### src/rtl/traffic_pkg.sv
// Shared phase encodings, light codes and light decode helpers for the
// intersection phase sequencer.
package traffic_pkg;

  typedef enum logic [2:0] {
    STARTUP   = 3'd0,
    NS_GREEN  = 3'd1,
    NS_YELLOW = 3'd2,
    ALL_RED_1 = 3'd3,
    EW_GREEN  = 3'd4,
    EW_YELLOW = 3'd5,
    ALL_RED_2 = 3'd6
  } phase_e;

  localparam logic [2:0] LIGHT_RED = 3'b100;
  localparam logic [2:0] LIGHT_YEL = 3'b010;
  localparam logic [2:0] LIGHT_GRN = 3'b001;

  function automatic logic [2:0] ns_light(phase_e p);
    case (p)
      NS_GREEN:  return LIGHT_GRN;
      NS_YELLOW: return LIGHT_YEL;
      default:   return LIGHT_RED;
    endcase
  endfunction

  function automatic logic [2:0] ew_light(phase_e p);
    case (p)
      EW_GREEN:  return LIGHT_GRN;
      EW_YELLOW: return LIGHT_YEL;
      default:   return LIGHT_RED;
    endcase
  endfunction

endpackage

### src/rtl/traffic_phase_fsm_if.sv
// Sensor, tick and lamp signals between the phase sequencer and its
// surroundings (divider, sensors, lamp drivers).
interface traffic_phase_fsm_if;

  logic       tick_en;
  logic       car_sensor_ew;
  logic       ped_request;
  logic       divider_reset;
  logic [2:0] ns_lights;
  logic [2:0] ew_lights;
  logic       walk;
  logic [2:0] phase;

  modport master (
    output tick_en, car_sensor_ew, ped_request,
    input  divider_reset, ns_lights, ew_lights, walk, phase
  );

  modport slave (
    input  tick_en, car_sensor_ew, ped_request,
    output divider_reset, ns_lights, ew_lights, walk, phase
  );

endinterface

### src/rtl/phase_timer.sv
// Seconds counter for the current phase: clears on phase entry, counts
// ticks, and holds at duration-1 where done is raised.
module phase_timer #(
  parameter int CNT_W = 8
) (
  input  logic             clk,
  input  logic             reset,
  input  logic             tick_en_i,
  input  logic             clear_i,
  input  logic [CNT_W-1:0] duration_i,
  output logic             done_o
);

  logic [CNT_W-1:0] count_q, count_d;

  assign done_o = (count_q == duration_i - 1'b1);

  // Holding at the terminal count gives the main-road green its saturation.
  always_comb begin
    count_d = count_q;
    if (clear_i) begin
      count_d = '0;
    end else if (tick_en_i && !done_o) begin
      count_d = count_q + 1'b1;
    end
  end

  always_ff @(posedge clk or posedge reset) begin
    if (reset) begin
      count_q <= '0;
    end else begin
      count_q <= count_d;
    end
  end

endmodule

### src/rtl/traffic_phase_fsm.sv
// Two-road intersection phase sequencer: main road rests green, side road
// is served on vehicle or pedestrian demand. All outputs are registered.
module traffic_phase_fsm
  import traffic_pkg::*;
#(
  parameter int GREEN_SECS     = 10,
  parameter int MIN_GREEN_SECS = 5,
  parameter int YELLOW_SECS    = 3,
  parameter int ALL_RED_SECS   = 1,
  parameter int CNT_W          = 8
) (
  input logic          clk,
  input logic          reset,
  traffic_phase_fsm_if.slave bus
);

  phase_e           state_q, state_d;
  logic             ped_pending_q, ped_pending_d;
  logic             walk_granted_q, walk_granted_d;
  logic [2:0]       ns_lights_q, ns_lights_d;
  logic [2:0]       ew_lights_q, ew_lights_d;
  logic             walk_q, walk_d;
  logic             divider_reset_q;
  logic [CNT_W-1:0] duration;
  logic             timer_done;
  logic             tick_done;
  logic             demand;
  logic             ew_entry;

  assign tick_done = bus.tick_en && timer_done;
  assign demand    = bus.car_sensor_ew | ped_pending_q | bus.ped_request;
  assign ew_entry  = (state_d == EW_GREEN) && (state_q != EW_GREEN);

  // Main-road green uses the minimum green as its timer length.
  always_comb begin
    case (state_q)
      NS_GREEN:             duration = CNT_W'(MIN_GREEN_SECS);
      NS_YELLOW, EW_YELLOW: duration = CNT_W'(YELLOW_SECS);
      EW_GREEN:             duration = CNT_W'(GREEN_SECS);
      default:              duration = CNT_W'(ALL_RED_SECS);
    endcase
  end

  phase_timer #(.CNT_W(CNT_W)) u_timer (
    .clk        (clk),
    .reset      (reset),
    .tick_en_i  (bus.tick_en),
    .clear_i    (state_d != state_q),
    .duration_i (duration),
    .done_o     (timer_done)
  );

  always_ff @(posedge clk or posedge reset) begin
    if (reset) begin
      state_q         <= STARTUP;
      ped_pending_q   <= 1'b0;
      walk_granted_q  <= 1'b0;
      ns_lights_q     <= LIGHT_RED;
      ew_lights_q     <= LIGHT_RED;
      walk_q          <= 1'b0;
      divider_reset_q <= 1'b1;
    end else begin
      state_q         <= state_d;
      ped_pending_q   <= ped_pending_d;
      walk_granted_q  <= walk_granted_d;
      ns_lights_q     <= ns_lights_d;
      ew_lights_q     <= ew_lights_d;
      walk_q          <= walk_d;
      divider_reset_q <= 1'b0;
    end
  end

  // Encoding 7 is unreachable but recovers through STARTUP if ever seen.
  always_comb begin
    state_d = state_q;
    case (state_q)
      STARTUP:   if (tick_done)           state_d = NS_GREEN;
      NS_GREEN:  if (tick_done && demand) state_d = NS_YELLOW;
      NS_YELLOW: if (tick_done)           state_d = ALL_RED_1;
      ALL_RED_1: if (tick_done)           state_d = EW_GREEN;
      EW_GREEN:  if (tick_done)           state_d = EW_YELLOW;
      EW_YELLOW: if (tick_done)           state_d = ALL_RED_2;
      ALL_RED_2: if (tick_done)           state_d = NS_GREEN;
      default:                            state_d = STARTUP;
    endcase
  end

  // A request in the same cycle as the EW_GREEN entry is consumed by the grant.
  always_comb begin
    ped_pending_d  = ped_pending_q | bus.ped_request;
    walk_granted_d = walk_granted_q;
    if (ew_entry) begin
      walk_granted_d = ped_pending_q | bus.ped_request;
      ped_pending_d  = 1'b0;
    end
    ns_lights_d = ns_light(state_d);
    ew_lights_d = ew_light(state_d);
    walk_d      = (state_d == EW_GREEN) && walk_granted_d;
  end

  assign bus.divider_reset = divider_reset_q;
  assign bus.ns_lights     = ns_lights_q;
  assign bus.ew_lights     = ew_lights_q;
  assign bus.walk          = walk_q;
  assign bus.phase         = state_q;

endmodule

### src/flat_wrapper.sv
// flat-port wrapper written by rule: the top's interface ports become plain ports
module traffic_phase_fsm_flat import traffic_pkg::*;
#(
  parameter int GREEN_SECS     = 10,
  parameter int MIN_GREEN_SECS = 5,
  parameter int YELLOW_SECS    = 3,
  parameter int ALL_RED_SECS   = 1,
  parameter int CNT_W          = 8
)
  (clk, reset, bus_tick_en, bus_car_sensor_ew, bus_ped_request, bus_divider_reset, bus_ns_lights, bus_ew_lights, bus_walk, bus_phase);
  traffic_phase_fsm_if bus_i ();
  input logic clk;
  input logic reset;
  input wire logic [$bits(bus_i.tick_en)-1:0] bus_tick_en;
  input wire logic [$bits(bus_i.car_sensor_ew)-1:0] bus_car_sensor_ew;
  input wire logic [$bits(bus_i.ped_request)-1:0] bus_ped_request;
  output wire logic [$bits(bus_i.divider_reset)-1:0] bus_divider_reset;
  output wire logic [$bits(bus_i.ns_lights)-1:0] bus_ns_lights;
  output wire logic [$bits(bus_i.ew_lights)-1:0] bus_ew_lights;
  output wire logic [$bits(bus_i.walk)-1:0] bus_walk;
  output wire logic [$bits(bus_i.phase)-1:0] bus_phase;
  assign bus_i.tick_en = bus_tick_en;
  assign bus_i.car_sensor_ew = bus_car_sensor_ew;
  assign bus_i.ped_request = bus_ped_request;
  assign bus_divider_reset = bus_i.divider_reset;
  assign bus_ns_lights = bus_i.ns_lights;
  assign bus_ew_lights = bus_i.ew_lights;
  assign bus_walk = bus_i.walk;
  assign bus_phase = bus_i.phase;
  traffic_phase_fsm #(.GREEN_SECS(GREEN_SECS), .MIN_GREEN_SECS(MIN_GREEN_SECS), .YELLOW_SECS(YELLOW_SECS), .ALL_RED_SECS(ALL_RED_SECS), .CNT_W(CNT_W)) u_core (.clk(clk), .reset(reset), .bus(bus_i));
endmodule
### config.mk
export PLATFORM = sky130hd
export DESIGN_NAME = traffic_phase_fsm_flat
export DESIGN_NICKNAME = d
export VERILOG_FILES = /design/src/rtl/traffic_pkg.sv /design/src/rtl/traffic_phase_fsm_if.sv /design/src/rtl/phase_timer.sv /design/src/rtl/traffic_phase_fsm.sv /design/src/flat_wrapper.sv
export SDC_FILE = /design/constraint.sdc
export NUM_CORES = 1
export LEC_CHECK = 0
export BUFFER_PORTS_ARGS = -buffer_cell sky130_fd_sc_hd__buf_2
export CELL_PAD_IN_SITES_DETAIL_PLACEMENT = 1
export CELL_PAD_IN_SITES_GLOBAL_PLACEMENT = 1
export CORE_ASPECT_RATIO = 1.25
export CORE_MARGIN = 10
export CORE_UTILIZATION = 25
export CTS_CLUSTER_DIAMETER = 60
export DETAILED_ROUTE_END_ITERATION = 16
export PLACE_DENSITY_LB_ADDON = 0.1
export SLEW_MARGIN = 15
export SYNTH_ARGS = -nofsm -noshare
export SYNTH_HDL_FRONTEND = slang
export SYNTH_HIERARCHICAL = 1
export SYNTH_SLANG_ARGS = --single-unit
### constraint.sdc
create_clock -name clk -period 9.8 [get_ports clk]
set_clock_uncertainty 0.2 [all_clocks]
set_input_delay 0.98 -clock clk [delete_from_list [all_inputs] [get_ports clk]]
set_output_delay 0.98 -clock clk [all_outputs]
set_load 0.02 [all_outputs]
==> out/qor.yml, run 1 <==
outcome: "finished, final reports clean"
period_share: 0.4808
met3_length_um: 108
postCtsSetupBuffers: 0
post_cts_resized: 0
track_usage: 0.08307
synthTopCellsByArea: "dfrtp_1 34%, dfstp_2 6.0%, a21oi_1 5.3%"
yosys.area.top_type: "dfrtp_1"
grt_max_degree: 20
critPathArrivalTime_ns: 4.67
grt_pass1_wl_mm: 6.065
drtPass1Iterations: 3
synthFlopType: "dfrtp_1"
io_pins: 16
start_util: 0.2589
internal-power_uw: 167.5
synth_common_cells: "18 x dfrtp_1, 14 x a21oi_1, 10 x nor2_1, 9 x or3_1"
synth_edf_count: 0
worst_pin_slew_ns: 0.7755
slew_violations: 0
num_rows: 29
antenna_left: 0
yosysMostFrequentCell: "dfrtp_1"
stdcell_area_um2: 1545
ys_warn_count: 6
synth_top_area_share: 0.3425
gp_congestion: 0.7181
routedWlPerCell_um: 15.26
antenna_cells: 0
cts-root-buf: "clkbuf_8"
rsz0062_at_grt: "false"
postPlaceCellArea_um2: 1491
clock.fmax_mhz: 212.2
min_path_type: "register to register"
ctsHoldBuffers: 0
grt_pass1_vias: 1264
htreeDepth: 1
cts.reportedPaths.clkPinSlew_ns: 0.09
yosys_register_bits: 21
clock_latency_ns: 0.26
holdWs_ns: 0.3316
die_h_um: 101.1
synth_cell_types: 49
top_layer: "met4"
setup_violations: 0
drt-met1-wl_mm: 1.461
swShare: 0.3729
antenna_found_initial: 0
clkPwrFrac: 0.219
port_buffers: 15
drive_gt1_frac: 0.1930
yosysSeqAreaShare: 0.4025
hold_viol: 0
clockBufferDepth: 2
dr_wl_met2_mm: 1.968
syn_avg_cell_area_um2: 9.261
synthToLayoutAreaGrowth_pct: 17.51
cp_max_fo: 19
vdd_ir_drop_max_mv: 0.06557
finalSetupTns_ns: 0
synthArstFlopShare: 1.000
endpoint_kind: "register"
cp.required_ns: 9.75
worstSetupPathType: "register to register"
syn_inst: 142
slew_headroom: 0.4830
cp-start-kind: "register"
via_per_inst: 4.790
grt-ovfl-total: 0
route.detailed.drc: 0
core-area_um2: 5080
cts_sinks: 21
dieArea_um2: 8579
maxCapViolations: 0
p_seq_frac: 0.480
switchingPower_uw: 99.60
vias: 1116
dpl.hpwl_mm: 2.712
die-width_um: 84.87
power_leakage_uw: 0.0006805
p_per_area_nw_per_um2: 172.8
syn_area_um2: 1315
drt-initial-drc-count: 49
detail_route.wirelength_mm: 3.556
cts_tree: "yes"
cts_buffers: 3
min_period_ns: 4.712
p_comb_frac: 0.301
nets: 179
## cell usage in the layout, fill, tap and decap left out, drive strengths merged, types with 2 or more instances in the layout
cell type   n
a31oi       2
conb       16
dfstp       3
o21ai       9
and3        3
ha          2
xor2        2
dfrtp      18
buf        15
inv         9
or3         9
a211oi      2
clkbuf      3
nor3        4
xnor2       7
nor2       10
and2        2
nand2       6
nand2b      6
nand4       4
nand4b      2
a21oi      14
nand3       4
## final cells by class
class	instances	area, µm²
well taps	62	77.57
repair buffers	15	75.07
fillers	631	3535
flip-flops and latches	21	529.3
inverters	9	33.78
clock inverters	1	5.005
multi-input cells	122	783.3
clock buffers	3	41.29
## flip-flops by register name, summed over array words and instances, names as in the netlist
name / count
u_core/walk_granted_q: 1
u_core/ped_pending_q: 1
u_core/bus.walk: 1
u_core/u_timer/count_q: 8
u_core/bus.ns_lights: 3
u_core/bus.phase: 3
u_core/bus.divider_reset: 1
u_core/bus.ew_lights: 3
## power by group through the flow
stage	registers (µW)	logic [µW]	clock network, µW
2_1_floorplan	126	58.7	0
3_3_place_gp	129	76.5	0
3_5_place_dp	130	79.2	0
4_1_cts	129	79.8	61.6
5_1_grt	132	90.6	65.2
6_report	128	80.4	58.5
## per-stage QoR
step           power, µW  utilization  instances  setup slack [ns]
6_report           267.1       0.3042        233             5.088
5_1_grt            287.6       0.3042        233             4.627
3_5_place_dp       209.5       0.2936        229             4.803
2_1_floorplan      184.4            -        157             6.039
3_3_place_gp       205.9       0.2936        229             5.151
4_1_cts            270.0       0.3027        233             4.799
## worst max-delay path, cell delays in order, from the launching register on
cell      delay (ns)
dfrtp_1         0.61
nand2b_1        0.15
nor2_1          0.46
inv_1           0.19
or4_4           0.59
nor4_1          0.36
a211oi_2        0.09
a211oi_4        0.66
and2_1          0.32
a31oi_1         0.06
a21oi_1         0.63
nand2b_1        0.20
mux2i_1         0.07
## logic make-up (layout without fill, tap and decap cells)
family / Yosys count / count (layout) / synth area share
xor gates and xnor gates: 9 / 9 / 0.05995
buffers and inverters: 14 / 28 / 0.05043
muxes: 2 / 2 / 0.01903
other: 1 / 16 / 0.002852
adders and majority gates: 2 / 2 / 0.01903
DFF: 21 / 21 / 0.4025
AOI/OAI and AO/OA: 36 / 36 / 0.1779
and+or+nand+nor: 57 / 57 / 0.2683
## path summary, 6_finish.rpt
kind                                  startpoint                         to  slack, ns  cells past startpoint
setup / recovery             u_core/bus.phase[2]  u_core/u_timer/count_q[1]       5.09                     12
min in group asynchronous                  reset  u_core/u_timer/count_q[0]       0.46                      2
max in group asynchronous                  reset   u_core/bus.divider_reset       8.48                      2
hold reg to reg            u_core/walk_granted_q      u_core/walk_granted_q       0.33                      1
hold / removal             u_core/walk_granted_q      u_core/walk_granted_q       0.33                      1
setup reg to reg             u_core/bus.phase[2]  u_core/u_timer/count_q[1]       5.09                     12
## metal layers
layer | global-route usage | vias to the layer above
li1 | - | 548
met1 | 0.08615 | 555
met2 | 0.1611 | 11
met3 | 0.01861 | 2
met4 | 0.02284 | 0
met5 | 0 | -
No activity file was read; power rests on OpenSTA's default activity.
==> inputs of run 2 (changes only) <==
Clock period 9.8 ns to 4.02 ns, I/O delays scaled along.
==> run 2 against run 1 <==
Net effect: worst hold slack worse by 0.11 ns; sequential power increased by 140%; cell count increased by 2.6%; worst setup slack worse by 4.7 ns; register-to-register slack lost 4.7 ns; critical path type unchanged.
==> out/qor.yml, run 2 (same netlist as run 1, synthesis figures left out) <==
outcome: "finished, final reports clean"
rr_endpoint: "u_core/u_timer/count_q[4]"
worstSetupPathType: "register to register"
routedWlPerCell_um: 14.74  # -3.4%
io_pins: 16  # unchanged
num_rows: 29  # unchanged
final_util: 0.3150  # +0.01084
cts_buffers: 3  # unchanged
regMostFlops: "u_core/u_timer/count_q"
p_per_area_nw_per_um2: 411.8  # +140%
fin_ws_ns: 0.4175  # -4.670 ns
drtPass1Iterations: 4  # +1
cp_max_fo: 9  # -10
cp_common_cell: "a21oi_1"
cts_tree: "yes"
critical-path-top-delay-family: "simple AND/OR/NAND/NOR gates"
dieArea_um2: 8579  # unchanged
dpl.hpwl_mm: 2.768  # +2.0%
slew_headroom: 0.6529  # +0.1699
gp_congestion: 0.7353  # +2.4%
synthToLayoutAreaGrowth_pct: 21.69
grt_pass1_wl_mm: 6.120  # +0.91%
antenna_found_initial: 0  # unchanged
cts_sinks: 21  # unchanged
most-common-layout-cells: "18 x dfrtp_1, 16 x conb_1, 15 x buf_2"
timing.rr.start: "u_core/bus.phase[1]"
critPathArrivalTime_ns: 3.56  # -1.11 ns
nets: 185  # +3.4%
cp.required_ns: 3.98  # -5.77 ns
track_usage: 0.08651  # +0.003433
vias: 1127  # +0.99%
min_period_ns: 3.603  # -1.110 ns
largest_register_ffs: 8  # unchanged
die-width_um: 84.87  # unchanged
clockBufferDepth: 2  # unchanged
period_share: 0.8961  # +0.4153
cts.reportedPaths.clkPinSlew_ns: 0.09  # about the same
cts-root-buf: "clkbuf_8"
cp-start-kind: "register"
grt-ovfl-total: 0  # unchanged
path_buf_inv: 2  # +1
core-area_um2: 5080  # unchanged
vdd_ir_drop_max_mv: 0.1771  # +170%
rsz0062_at_grt: "false"
htreeDepth: 1  # unchanged
fill_cells: 610  # -3.3%
dp_slack_ns: 0.2169  # -4.586 ns
antenna_cells: 0  # unchanged
die_h_um: 101.1  # unchanged
power_leakage_uw: 0.0007160  # +5.2%
fin_cells: 239  # +2.6%
finalSetupTns_ns: 0  # unchanged
worst_hold_path.endpoint: "u_core/ped_pending_q"
whs_path_depth: 3  # +2
placed_cells: 234  # +2.2%
port_buffers: 15  # unchanged
slew_violations: 0  # unchanged
ff2ff_setup_slack_ns: 0.42  # -4.67 ns
endpoint_kind: "register"
slowest_stage: "or4_4"
start_util: 0.2589  # unchanged
maxCapViolations: 0  # unchanged
final_common_cell: "dfrtp_1"
worst_r2r_path_depth: 12  # unchanged
drt-initial-drc-count: 72  # +47%
min_path_type: "input port to register"
clock_latency_ns: 0.27  # about the same
hold_viol: 0  # unchanged
detail_route.wirelength_mm: 3.522  # -0.96%
clock.fmax_mhz: 277.6  # +31%
worst_pin_slew_ns: 0.5201  # -0.2554 ns
route.detailed.drc: 0  # unchanged
postCtsSetupBuffers: 0  # unchanged
via_per_inst: 4.715  # -1.5%
grt_pass1_vias: 1284  # +1.6%
antenna_left: 0  # unchanged
setup_violations: 0  # unchanged
drive_gt1_frac: 0.2260  # +0.03301
grt_max_degree: 17  # -15%
crit_chain: "nand2b_1 -> nor2_2 -> inv_1 -> or4_4 -> nor4_1 -> a211oi_2 -> a211oi_4 -> and2_1 -> a31oi_1 -> a21oi_1 -> buf_4 -> a21oi_1"
hold_path.startpoint: "bus_ped_request"
critPathMaxStageDelay_ns: 0.57  # -0.09 ns
[run 2: cell count changes in the layout (fill, tap and decap cells not counted), sizes merged]
cell and delta:
buf +5, dlygate4sd3 +1
[run 2: what timing repair did]
| action | CTS | global route |
|---|---|---|
| resized for setup | 0 | 3 |
| setup endpoints to repair | 0 | 12 |
| hold endpoints to repair | 18 | 0 |
| hold buffers | 1 | 0 |
[run 2: power breakdown]
| part | total (µW) | internal [µW] | leakage [µW] | switching, µW |
|---|---|---|---|---|
| registers | 304 | 253 | 0.000259 | 50.1 |
| logic | 211 | 92.4 | 0.000431 | 118 |
| clock network | 145 | 69.2 | 0.0000255 | 75.4 |
[run 2: cell type report]
cell class | instances | area (µm²) | share of cell area
Sequential cell | 21 | 529.3 | 0.3307
Clock inverter | 1 | 5.005 | 0.003127
Inverter | 9 | 33.78 | 0.02111
Timing Repair Buffer | 21 | 122.6 | 0.07662
Multi-Input combinational cell | 122 | 790.8 | 0.4941
Tap cell | 62 | 77.57 | 0.04848
Clock buffer | 3 | 41.29 | 0.02580
[run 2: how the worst max path moves through the flow]
stage / cells after the start / startpoint / endpoint / slack [ns]
floorplan: 15 / u_core/bus.phase[1] / u_core/u_timer/count_q[1] / 0.26
global placement: 14 / u_core/bus.phase[1] / u_core/u_timer/count_q[6] / 0.37
detailed placement: 12 / u_core/bus.phase[1] / u_core/u_timer/count_q[4] / 0.22
CTS: 12 / u_core/bus.phase[1] / u_core/u_timer/count_q[2] / 0.21
global route: 12 / u_core/bus.phase[1] / u_core/u_timer/count_q[3] / 0.02
finish: 12 / u_core/bus.phase[1] / u_core/u_timer/count_q[4] / 0.42
[run 2: worst register-to-register path: cells and delay by family (launching register included)]
kind                   cells  cell delay [ns]
AND/OR/NAND/NOR            5             1.71
AO/OA/AOI/OAI              5             0.77
flip-flops                 1             0.46
buffers and inverters      2             0.35
[run 2: per-stage QoR]
| step | area [µm²] | power [µW] | hold slack [ns] |
|---|---|---|---|
| finish | 1600 | 659.0 | 0.2238 |
| global route | 1600 | 712.8 | 0.2410 |
| CTS | 1585 | 668.1 | 0.2177 |
| detailed placement | 1529 | 515.4 | 0.2004 |
| global placement | 1529 | 511.1 | 0.1793 |
| floorplan | 1371 | 449.5 | 0.01766 |
[run 2: layer usage]
layer / GRT usage / up-vias / part of all wire
met3: 0.02184 / 6 / 0.028
met5: 0 / - / 0
met2: 0.1640 / 12 / 0.56
met4: 0.02919 / 0 / 0.012
li1: - / 558 / -
met1: 0.08931 / 551 / 0.40
